## src/rtl/hazard_ctrl.sv

```systemverilog
// hazard_ctrl: pipeline sequencing controller for the 5-stage RISC-V core.
// Drives PC / pipeline-register write enables and flushes, inserts load-use
// bubbles, squashes wrong-path instructions and freezes on data-memory waits.
// A memory-wait watchdog latches a sticky bus error.
// Optional feature: define HAZARD_PERF_EN to build the saturating stall-cycle
// performance counter on oStallCycles; otherwise oStallCycles is tied to 0.
module hazard_ctrl #(
    parameter int LOAD_USE_BUBBLES = 1,
    parameter int MEM_TIMEOUT      = 255
) (
    input  logic        iCLK,
    input  logic        iRST,
    input  logic [4:0]  iIdRs1,
    input  logic [4:0]  iIdRs2,
    input  logic        iIdUsesRs1,
    input  logic        iIdUsesRs2,
    input  logic [4:0]  iExRd,
    input  logic        iExMemRead,
    input  logic        iBranchTaken,
    input  logic        iJump,
    input  logic        iDmemReq,
    input  logic        iDmemReady,
    output logic        oPcWrite,
    output logic        oIfIdWrite,
    output logic        oIdExWrite,
    output logic        oExMemWrite,
    output logic        oIfIdFlush,
    output logic        oIdExFlush,
    output logic        oMemWbFlush,
    output logic [1:0]  oState,
    output logic        oBusErr,
    output logic [31:0] oStallCycles
);

    typedef enum logic [1:0] {
        ST_RUN      = 2'd0,
        ST_LU_STALL = 2'd1,
        ST_MEM_WAIT = 2'd2,
        ST_ERROR    = 2'd3
    } state_t;

    state_t      state_reg, state_next;
    logic [2:0]  bub_cnt_reg, bub_cnt_next;
    logic [15:0] tmo_cnt_reg, tmo_cnt_next;
    logic        bus_err_reg, bus_err_next;

    logic hazard, redirect, mem_stall;
    logic pc_write, ifid_write, idex_write, exmem_write;
    logic ifid_flush, idex_flush, memwb_flush;

    assign hazard    = iExMemRead && (iExRd != 5'd0) &&
                       ((iIdUsesRs1 && (iIdRs1 == iExRd)) ||
                        (iIdUsesRs2 && (iIdRs2 == iExRd)));
    assign redirect  = iBranchTaken || iJump;
    assign mem_stall = iDmemReq && !iDmemReady;

    // Mealy output decode and next-state / counter computation
    always_comb begin
        pc_write     = 1'b1;
        ifid_write   = 1'b1;
        idex_write   = 1'b1;
        exmem_write  = 1'b1;
        ifid_flush   = 1'b0;
        idex_flush   = 1'b0;
        memwb_flush  = 1'b0;
        state_next   = state_reg;
        bub_cnt_next = bub_cnt_reg;
        tmo_cnt_next = tmo_cnt_reg;
        bus_err_next = bus_err_reg;
        case (state_reg)
            ST_RUN: begin
                if (mem_stall) begin
                    pc_write     = 1'b0;
                    ifid_write   = 1'b0;
                    idex_write   = 1'b0;
                    exmem_write  = 1'b0;
                    memwb_flush  = 1'b1;
                    state_next   = ST_MEM_WAIT;
                    tmo_cnt_next = 16'd1;
                end else if (redirect) begin
                    // ID holds a wrong-path instruction, so any hazard it shows is moot
                    ifid_flush = 1'b1;
                    idex_flush = 1'b1;
                end else if (hazard) begin
                    pc_write   = 1'b0;
                    ifid_write = 1'b0;
                    idex_flush = 1'b1;
                    if (LOAD_USE_BUBBLES > 1) begin
                        state_next   = ST_LU_STALL;
                        bub_cnt_next = 3'(LOAD_USE_BUBBLES - 1);
                    end
                end
            end
            ST_LU_STALL: begin
                if (mem_stall) begin
                    // remaining bubbles are discarded; the memory wait dominates
                    pc_write     = 1'b0;
                    ifid_write   = 1'b0;
                    idex_write   = 1'b0;
                    exmem_write  = 1'b0;
                    memwb_flush  = 1'b1;
                    state_next   = ST_MEM_WAIT;
                    tmo_cnt_next = 16'd1;
                    bub_cnt_next = 3'd0;
                end else begin
                    // EX holds a bubble here, so redirect/hazard inputs are ignored
                    pc_write     = 1'b0;
                    ifid_write   = 1'b0;
                    idex_flush   = 1'b1;
                    bub_cnt_next = bub_cnt_reg - 3'd1;
                    if (bub_cnt_reg <= 3'd1) begin
                        state_next = ST_RUN;
                    end
                end
            end
            ST_MEM_WAIT: begin
                if (iDmemReady) begin
                    state_next   = ST_RUN;
                    tmo_cnt_next = 16'd0;
                end else begin
                    pc_write    = 1'b0;
                    ifid_write  = 1'b0;
                    idex_write  = 1'b0;
                    exmem_write = 1'b0;
                    memwb_flush = 1'b1;
                    if (tmo_cnt_reg == 16'(MEM_TIMEOUT)) begin
                        state_next   = ST_ERROR;
                        bus_err_next = 1'b1;
                    end else begin
                        tmo_cnt_next = tmo_cnt_reg + 16'd1;
                    end
                end
            end
            default: begin
                pc_write    = 1'b0;
                ifid_write  = 1'b0;
                idex_write  = 1'b0;
                exmem_write = 1'b0;
            end
        endcase
    end

    // State, counters and sticky error flag
    always_ff @(posedge iCLK or posedge iRST) begin
        if (iRST) begin
            state_reg   <= ST_RUN;
            bub_cnt_reg <= 3'd0;
            tmo_cnt_reg <= 16'd0;
            bus_err_reg <= 1'b0;
        end else begin
            state_reg   <= state_next;
            bub_cnt_reg <= bub_cnt_next;
            tmo_cnt_reg <= tmo_cnt_next;
            bus_err_reg <= bus_err_next;
        end
    end

    // While reset is held every enable and flush is forced low
    always_comb begin
        oPcWrite    = pc_write    && !iRST;
        oIfIdWrite  = ifid_write  && !iRST;
        oIdExWrite  = idex_write  && !iRST;
        oExMemWrite = exmem_write && !iRST;
        oIfIdFlush  = ifid_flush  && !iRST;
        oIdExFlush  = idex_flush  && !iRST;
        oMemWbFlush = memwb_flush && !iRST;
    end

    assign oState  = state_reg;
    assign oBusErr = bus_err_reg;

`ifdef HAZARD_PERF_EN
    logic [31:0] stall_cnt_reg;

    // Count every cycle in which the PC is held; saturate instead of wrapping
    always_ff @(posedge iCLK or posedge iRST) begin
        if (iRST) begin
            stall_cnt_reg <= 32'd0;
        end else if (!pc_write && (stall_cnt_reg != 32'hFFFF_FFFF)) begin
            stall_cnt_reg <= stall_cnt_reg + 32'd1;
        end
    end

    assign oStallCycles = stall_cnt_reg;
`else
    assign oStallCycles = 32'd0;
`endif

endmodule

```

## config.mk

```make
export PLATFORM = sky130hd
export DESIGN_NAME = hazard_ctrl
export DESIGN_NICKNAME = d
export VERILOG_FILES = /design/src/rtl/hazard_ctrl.sv
export SDC_FILE = /design/constraint.sdc
export NUM_CORES = 1
export LEC_CHECK = 0
export CAP_MARGIN = 20
export CORE_ASPECT_RATIO = 0.75
export CORE_MARGIN = 8
export CORE_UTILIZATION = 46
export DETAILED_ROUTE_END_ITERATION = 16
export GPL_ROUTABILITY_DRIVEN = 1
export PLACE_DENSITY_LB_ADDON = 0.2
export SLEW_MARGIN = 25
export SYNTH_ARGS = -nofsm -noshare
export SYNTH_HDL_FRONTEND = slang
export SYNTH_SLANG_ARGS = --single-unit
```

## constraint.sdc

```tcl
create_clock -name iCLK -period 2.9 [get_ports iCLK]
set_input_delay 0.725 -clock iCLK [delete_from_list [all_inputs] [get_ports iCLK]]
set_output_delay 0.725 -clock iCLK [all_outputs]
set_load 0.03 [all_outputs]
```

==> metrics.csv, run 1 <==
stage;metric;value;unit
global_route;number of global-route vias before repair;1677;
drt;Total Routed Length;5.12;mm
clocking;CTS sink count;22;
synth;ys async rst share;100;%
power;Sw Pwr;514;uW
synth;Synth area leaders;dfrtp_1 (28%), buf_4 (13%), ha_1 (5.1%), o21ai_0 (3.8%), xor2_1 (3.6%);
power;Seq pwr share;29.2;%
clocking;TritonCTS clock tree;built;
critical_path;CP top delay family;compound AO/OA/AOI/OAI gates;
floorplan;IO Count;66;
clocking;Bufs on Longest Clock Path;2;
clocking;setup bufs post-CTS;0;
layout;area of the multi-input gates;1230;um^2
sta;RSZ-0062 raised after global routing;true;
sta;Setup-failing EPs final;0;
placed_design;GP Congestion;0.801;
layout;Fillers;378;
floorplan;chip height;72.5;um
drt;via count;1745;
power;internal power;746;uW
critical_path;Buf/Inv on CP;2;
drt;per-cell via count in the routed design;5.39;
sta;fmax;357;MHz
clocking;total CTS buffers;3;
layout;sequential cell area;551;um^2
sta;Clock Skew;4.67;ps
drt;Remaining DRCs;0;
placed_design;Cells after DPL;320;
sta;PnR worst setup slack;96.2;ps
critical_path;Crit path largest cell delay;410;ps
floorplan;Die Wd;91.4;um
synth;cell taking the most area after synthesis;dfrtp_1;
synth;Yosys reg bits;22;
drt;met2 wire len;2.24;mm
power;clock share of power;22.8;%
synth;Syn Area/Cell;8.64;um^2
drt;top routing layer used;met4;
floorplan;Core ar.;4080;um^2
synth;ys flop type;dfrtp_1;
layout;fraction of layout cells with a size suffix above 1;16.0;%
synth;sequential area share after synthesis;28.1;%
sta;Tcrit/Tclk final;96.7;%
global_route;gr ovfl total;0;
clocking;CTS root buf;clkbuf_8;
critical_path;startpoint types;input pin;
sta;Slew Viols, Final;0;
sta;Fin. Hold Viols;0;
sta;min Tclk post-route;2800;ps
drt;WL per Instance;15.8;um
power;Sw Ratio;40.8;%
drt;met3 routed WL;275;um
clocking;CTS clk-pin slew, worst paths;80;ps
layout;max reg flops;16;
power;Logic pwr share;47.9;%
critical_path;crit path max-delay cell type;clkdlybuf4s50_1;
synth;synthesis warning total;0;
clocking;CTS hold repair buffers;0;
global_route;largest net degree at the start of global routing;23;
synth;count of different cell masters after synthesis;50;
power;static leakage;0.00113;uW
clocking;Clock Latency Late Sink;270;ps
layout;area grow syn2layout;21.8;%
drt;Met1 Routed Length;2.55;mm
critical_path;Worst EP required;2170;ps
placed_design;HPWL after DPL;3.97;mm
drt;DRT Pass-1 Iters;4;
critical_path;WP data arrival;2080;ps
status;outcome;finished, final reports clean;
global_route;initial antenna violation count;0;
power;total power;1260;uW
placed_design;dpl ws;-287;ps
synth;Post-Synthesis Cells;227;
critical_path;Worst path most repeated cell;o21ai_1;
clocking;depth of the CTS H-tree;1;
synth;share of the synthesized area in the top cell type;28.1;%
global_route;first-pass GRT wire length;8.38;mm
critical_path;Setup CP Type;input pin to output port;
layout;Antenna diodes;0;
placed_design;quantity of I/O buffers inserted on ports;33;
floorplan;die area;6630;um^2
drt;1st-iter DRT viols;105;
critical_path;critical path cell sequence;clkdlybuf4s50_1 -> o21a_1 -> o21ai_1 -> o21ai_1 -> o311a_1 -> buf_6;
sta;setup tns final;0;ps
drt;ANT nets after route;0;
layout;Finished Layout Cells;324;
layout;# nets final;302;
global_route;Total GRT Usage;15.4;%
worst_hold_path;worst hold path class;flop to flop;
power;P per Cell Area;528;nW/um^2
floorplan;# rows;20;
critical_path;Worst setup EP type;output port;
run;Max-cap violations;0;
synth;Post-synth EDFFs;0;
floorplan;Initial Util;48.1;%
power;Peak VDD IR;0.296;mV
critical_path;crit path max fanout;2;
synth;cell area after synthesis;1960;um^2
==> per-layer routing <==
layer,vias up,track usage (%)
met5,-,0
met4,0,5.06
met3,4,3.51
met2,50,22.3
met1,819,21.8
li1,872,-
==> cell usage after synthesis, types with 5 or more instances <==
library cell	n
buf_4	35
dfrtp_1	22
o21ai_0	15
nand2_1	12
nand3_1	11
a21oi_1	10
ha_1	8
nor2_1	8
xor2_1	8
inv_1	7
o31ai_1	7
or4_1	7
nor3_1	6
o211ai_1	5
==> power by group through the flow <==
stage                     Sequential [uW]  Combinational (uW)  Clock [uW]
final                                 368                 604         288
after global routing                  374                 655         312
after CTS                             367                 599         299
after detailed placement              374                 592           0
after global placement                372                 587           0
after floorplan                       380                 418           0
==> cells by family after synthesis <==
logic type / share of synthesized area [%]
AND/OR/NAND/NOR: 22.2
buffers and inverters: 16.7
other: 0.191
flip-flops: 28.1
AO/OA/AOI/OAI: 23.3
XOR/XNOR: 4.47
adder cells (fa/ha/maj): 5.11
==> final cells by class <==
class                           count  area share [%]
Clock buffer                        3            1.73
Clock inverter                      1            1.26
Inverter                            7            1.10
Multi-Input combinational cell    187            51.4
Sequential cell                    22            23.0
Tap cell                           55            2.88
Timing Repair Buffer               49            18.5
==> cell usage in the layout, fill, tap and decap left out, drive strengths merged, types with 9 or more instances in the layout <==
cell           Yosys  routed
or4                9       9
o21ai             18      18
nand2             12      12
clkdlybuf4s50      0      13
a21oi             10      10
nand3             12      12
conb               1      32
dfrtp             22      22
buf               39      23
==> worst paths after layout <==
check | from | to | slack, ps | cells after the start
max in group asynchronous | iRST | tmo_cnt_reg[13] | 1690 | 3
min in group asynchronous | iRST | tmo_cnt_reg[15] | 980 | 3
min reg2reg | oBusErr | oBusErr | 460 | 1
max | iJump | oPcWrite | 100 | 6
min | oBusErr | oBusErr | 460 | 1
max reg2reg | oState[0] | tmo_cnt_reg[10] | 450 | 6
==> metrics by stage <==
step | hold WS, ps | util [%] | area, um^2
final | 465 | 58.6 | 2390
after global routing | 485 | 58.6 | 2390
after CTS | 471 | 58.3 | 2380
after detailed placement | 446 | 56.3 | 2300
after global placement | 453 | 56.3 | 2300
after floorplan | 457 | - | 2080
==> timing repair <==
item                                    in CTS  in global routing
endpoints found under the setup margin       3                  4
resized for setup                           14                 19
pin swaps                                    5                  6
cloned                                       0                  0
No activity file was read; power rests on OpenSTA's default activity.
==> inputs of run 2 (changes only) <==
--- a/config.mk
+++ b/config.mk
@@ -5,13 +5,15 @@
 export SDC_FILE = /design/constraint.sdc
 export NUM_CORES = 1
 export LEC_CHECK = 0
+export ABC_AREA = 1
 export CAP_MARGIN = 20
 export CORE_ASPECT_RATIO = 0.75
 export CORE_MARGIN = 8
-export CORE_UTILIZATION = 46
+export CORE_UTILIZATION = 50
 export DETAILED_ROUTE_END_ITERATION = 16
 export GPL_ROUTABILITY_DRIVEN = 1
 export PLACE_DENSITY_LB_ADDON = 0.2
+export SETUP_SLACK_MARGIN = 0.3
 export SLEW_MARGIN = 25
 export SYNTH_ARGS = -nofsm -noshare
 export SYNTH_HDL_FRONTEND = slang
==> constraint.sdc (replaced) <==
create_clock -name iCLK -period 3.4 [get_ports iCLK]
set_input_delay 0.85 -clock iCLK [delete_from_list [all_inputs] [get_ports iCLK]]
set_output_delay 0.85 -clock iCLK [all_outputs]
set_load 0.03 [all_outputs]
==> metrics.csv, run 2 <==
stage;metric;value;unit;change
status;outcome;finished, final reports clean;;
placed_design;GP Congestion;0.897;;+12%
floorplan;# rows;20;;unchanged
clocking;Clock Latency Late Sink;260;ps;about the same
layout;Antenna diodes;0;;unchanged
placed_design;quantity of I/O buffers inserted on ports;33;;unchanged
power;Seq pwr share;29.3;%;about the same
synth;share of the synthesized area in the top cell type;26.4;%;-1.7 points
sta;RSZ-0062 raised after global routing;true;;
layout;commonest non-fill, non-tap cell in the layout;nand2_1;;
global_route;initial antenna violation count;0;;unchanged
clocking;total CTS buffers;3;;unchanged
sta;worst rel slew slack;41.9;%;
power;internal power;611;uW;-18%
global_route;first-pass GRT wire length;7.98;mm;-4.8%
layout;max reg flops;16;;unchanged
run;Max-cap violations;0;;unchanged
sta;Worst-Margin Slew;870;ps;
global_route;Total GRT Usage;14.5;%;-0.87 points
synth;Syn Area/Cell;6.63;um^2;-23%
global_route;number of global-route vias before repair;1716;;+2.3%
synth;sequential area share after synthesis;26.4;%;-1.7 points
worst_hold_path;worst hold path class;flop to flop;;
critical_path;Worst setup EP type;output port;;
placed_design;HPWL after DPL;3.84;mm;-3.4%
critical_path;crit path max fanout;2;;unchanged
sta;Fin. Hold Viols;0;;unchanged
drt;Total Routed Length;4.71;mm;-8.0%
layout;fraction of layout cells with a size suffix above 1;13.5;%;-2.4 points
synth;cell area after synthesis;2090;um^2;+6.5%
global_route;gr ovfl total;0;;unchanged
floorplan;die area;6520;um^2;-1.6%
floorplan;Die Wd;90.6;um;-0.83%
critical_path;Setup CP Type;input pin to output port;;
critical_path;critical path cell sequence;clkdlybuf4s50_1 -> inv_1 -> nand2_1 -> nand2_1 -> nor2_1 -> nand3_1 -> nand2_2 -> nand3_1 -> a21oi_2 -> buf_6;;
critical_path;Crit path largest cell delay;470;ps;+60 ps
sta;setup tns final;0;ps;unchanged
clocking;Bufs on Longest Clock Path;2;;unchanged
clocking;CTS sink count;22;;unchanged
layout;area grow syn2layout;15.6;%;
floorplan;chip height;72.0;um;-0.79%
synth;synthesis warning total;0;;unchanged
sta;min Tclk post-route;3000;ps;
power;Logic pwr share;54.7;%;+6.8 points
sta;Clock Skew;4.82;ps;+0.154 ps
drt;ANT nets after route;0;;unchanged
drt;WL per Instance;11.7;um;-26%
power;P per Cell Area;487;nW/um^2;-7.7%
sta;Tcrit/Tclk final;88.1;%;
synth;Synth area leaders;dfrtp_1 (26%), nand2_1 (16%), buf_4 (13%), nor2_1 (7.2%), inv_1 (5.6%);;
drt;per-cell via count in the routed design;4.62;;-14%
synth;Yosys reg bits;22;;unchanged
power;Peak VDD IR;0.437;mV;+48%
drt;via count;1857;;+6.4%
sta;Setup-failing EPs final;0;;unchanged
drt;DRT Pass-1 Iters;4;;unchanged
layout;most frequent cells in the layout;nand2_1 (89), nor2_1 (40), conb_1 (32);;
global_route;largest net degree at the start of global routing;23;;unchanged
sta;fmax;334;MHz;
power;clock share of power;16.0;%;-6.8 points
synth;count leader, synth;nand2_1;;
floorplan;Core ar.;4030;um^2;-1.2%
synth;count of different cell masters after synthesis;30;;-40%
floorplan;Initial Util;51.8;%;+3.8 points
synth;ys async rst share;100;%;unchanged
clocking;depth of the CTS H-tree;1;;unchanged
critical_path;Worst EP required;2550;ps;+380 ps
sta;worst hold margin;475;ps;+10.5 ps
synth;Commonest cells post-synth;nand2_1 (90), nor2_1 (40), buf_4 (36);;
critical_path;WP data arrival;2150;ps;+70 ps
drt;Remaining DRCs;0;;unchanged
clocking;TritonCTS clock tree;built;;
clocking;CTS root buf;clkbuf_8;;
layout;# nets final;380;;+26%
power;Sw Pwr;564;uW;+9.8%
synth;Post-synth EDFFs;0;;unchanged
sta;Slew Viols, Final;0;;unchanged
critical_path;startpoint types;input pin;;
floorplan;IO Count;66;;unchanged
power;static leakage;0.00124;uW;+9.5%
synth;Post-Synthesis Cells;315;;+39%
synth;cell taking the most area after synthesis;dfrtp_1;;
power;Sw Ratio;48.0;%;+7.2 points
clocking;CTS clk-pin slew, worst paths;80;ps;about the same
drt;1st-iter DRT viols;122;;+16%
critical_path;crit path max-delay cell type;clkdlybuf4s50_1;;
synth;ys flop type;dfrtp_1;;
run 2: cell types whose count changed in the layout (fill, tap and decap cells not counted), sizes merged, moves of 5 or more:
cell and delta:
nand2 +85, nor2 +36, inv +30, buf -13
or4 -9, nand3 +8, clkdlybuf4s50 +7, o31ai -7
a21oi -5, nor4 -5
run 2: critical path, delay by kind of cell:
family / cells / cell delay (ps)
simple gates: 6 / 480
compound gates: 1 / 160
buf+inv: 3 / 660
run 2: final timing paths:
path	slack, ps	end	from	cells past startpoint
worst max-delay path	400	oIdExFlush	iIdRs2[1]	10
worst min-delay path	480	oBusErr	oBusErr	2
worst max register to register	1500	tmo_cnt_reg[2]	tmo_cnt_reg[0]	10
worst min register to register	480	oBusErr	oBusErr	2
max in group asynchronous	1570	tmo_cnt_reg[14]	iRST	2
min in group asynchronous	1300	tmo_cnt_reg[0]	iRST	2
run 2: power by group through the flow:
stage | logic, uW | registers [uW] | clock network (uW)
final | 643 | 345 | 188
after CTS | 641 | 344 | 196
after floorplan | 501 | 355 | 0
after global routing | 710 | 350 | 202
after detailed placement | 630 | 349 | 0
after global placement | 622 | 347 | 0
run 2: final cells by class:
type                            count  area, um^2
Sequential cell                    22         551
Inverter                           37         141
Clock buffer                        4        55.1
Multi-Input combinational cell    248        1240
Timing Repair Buffer               36         358
Tap cell                           55        68.8
Fill cell                         386        1620
run 2: cell families after synthesis:
kind of cell | synth area share, %
other | 0.180
DFF | 26.4
xor gates and xnor gates | 2.94
buffers and inverters | 20.6
adders and majority gates | 4.79
AOI/OAI and AO/OA | 6.95
and+or+nand+nor | 38.2
run 2: metal layers:
layer  vias to the layer above  share of wire (%)  track usage, %
li1                        982                  -               -
met1                       813                 49            19.6
met2                        60                 43            22.6
met3                         2                7.3            4.54
met4                         0               0.30            2.21
met5                         -                  0               0
run 2: timing repair:
item	4_1_cts	5_1_grt
resized for setup	5	11
hold buffers	0	0
gates cloned	0	0
endpoints found under the setup margin	4	3
pin swaps	0	6
buffers inserted	0	0
run 2: through the flow:
stage	power (uW)	cells	instance area (um^2)	utilization [%]	setup slack (ps)
after global routing	1260	402	2410	59.9	281
after detailed placement	979	398	2320	57.5	260
after CTS	1180	402	2390	59.3	316
after floorplan	856	346	2200	-	313
final	1180	402	2410	59.9	404
after global placement	969	398	2320	57.5	279
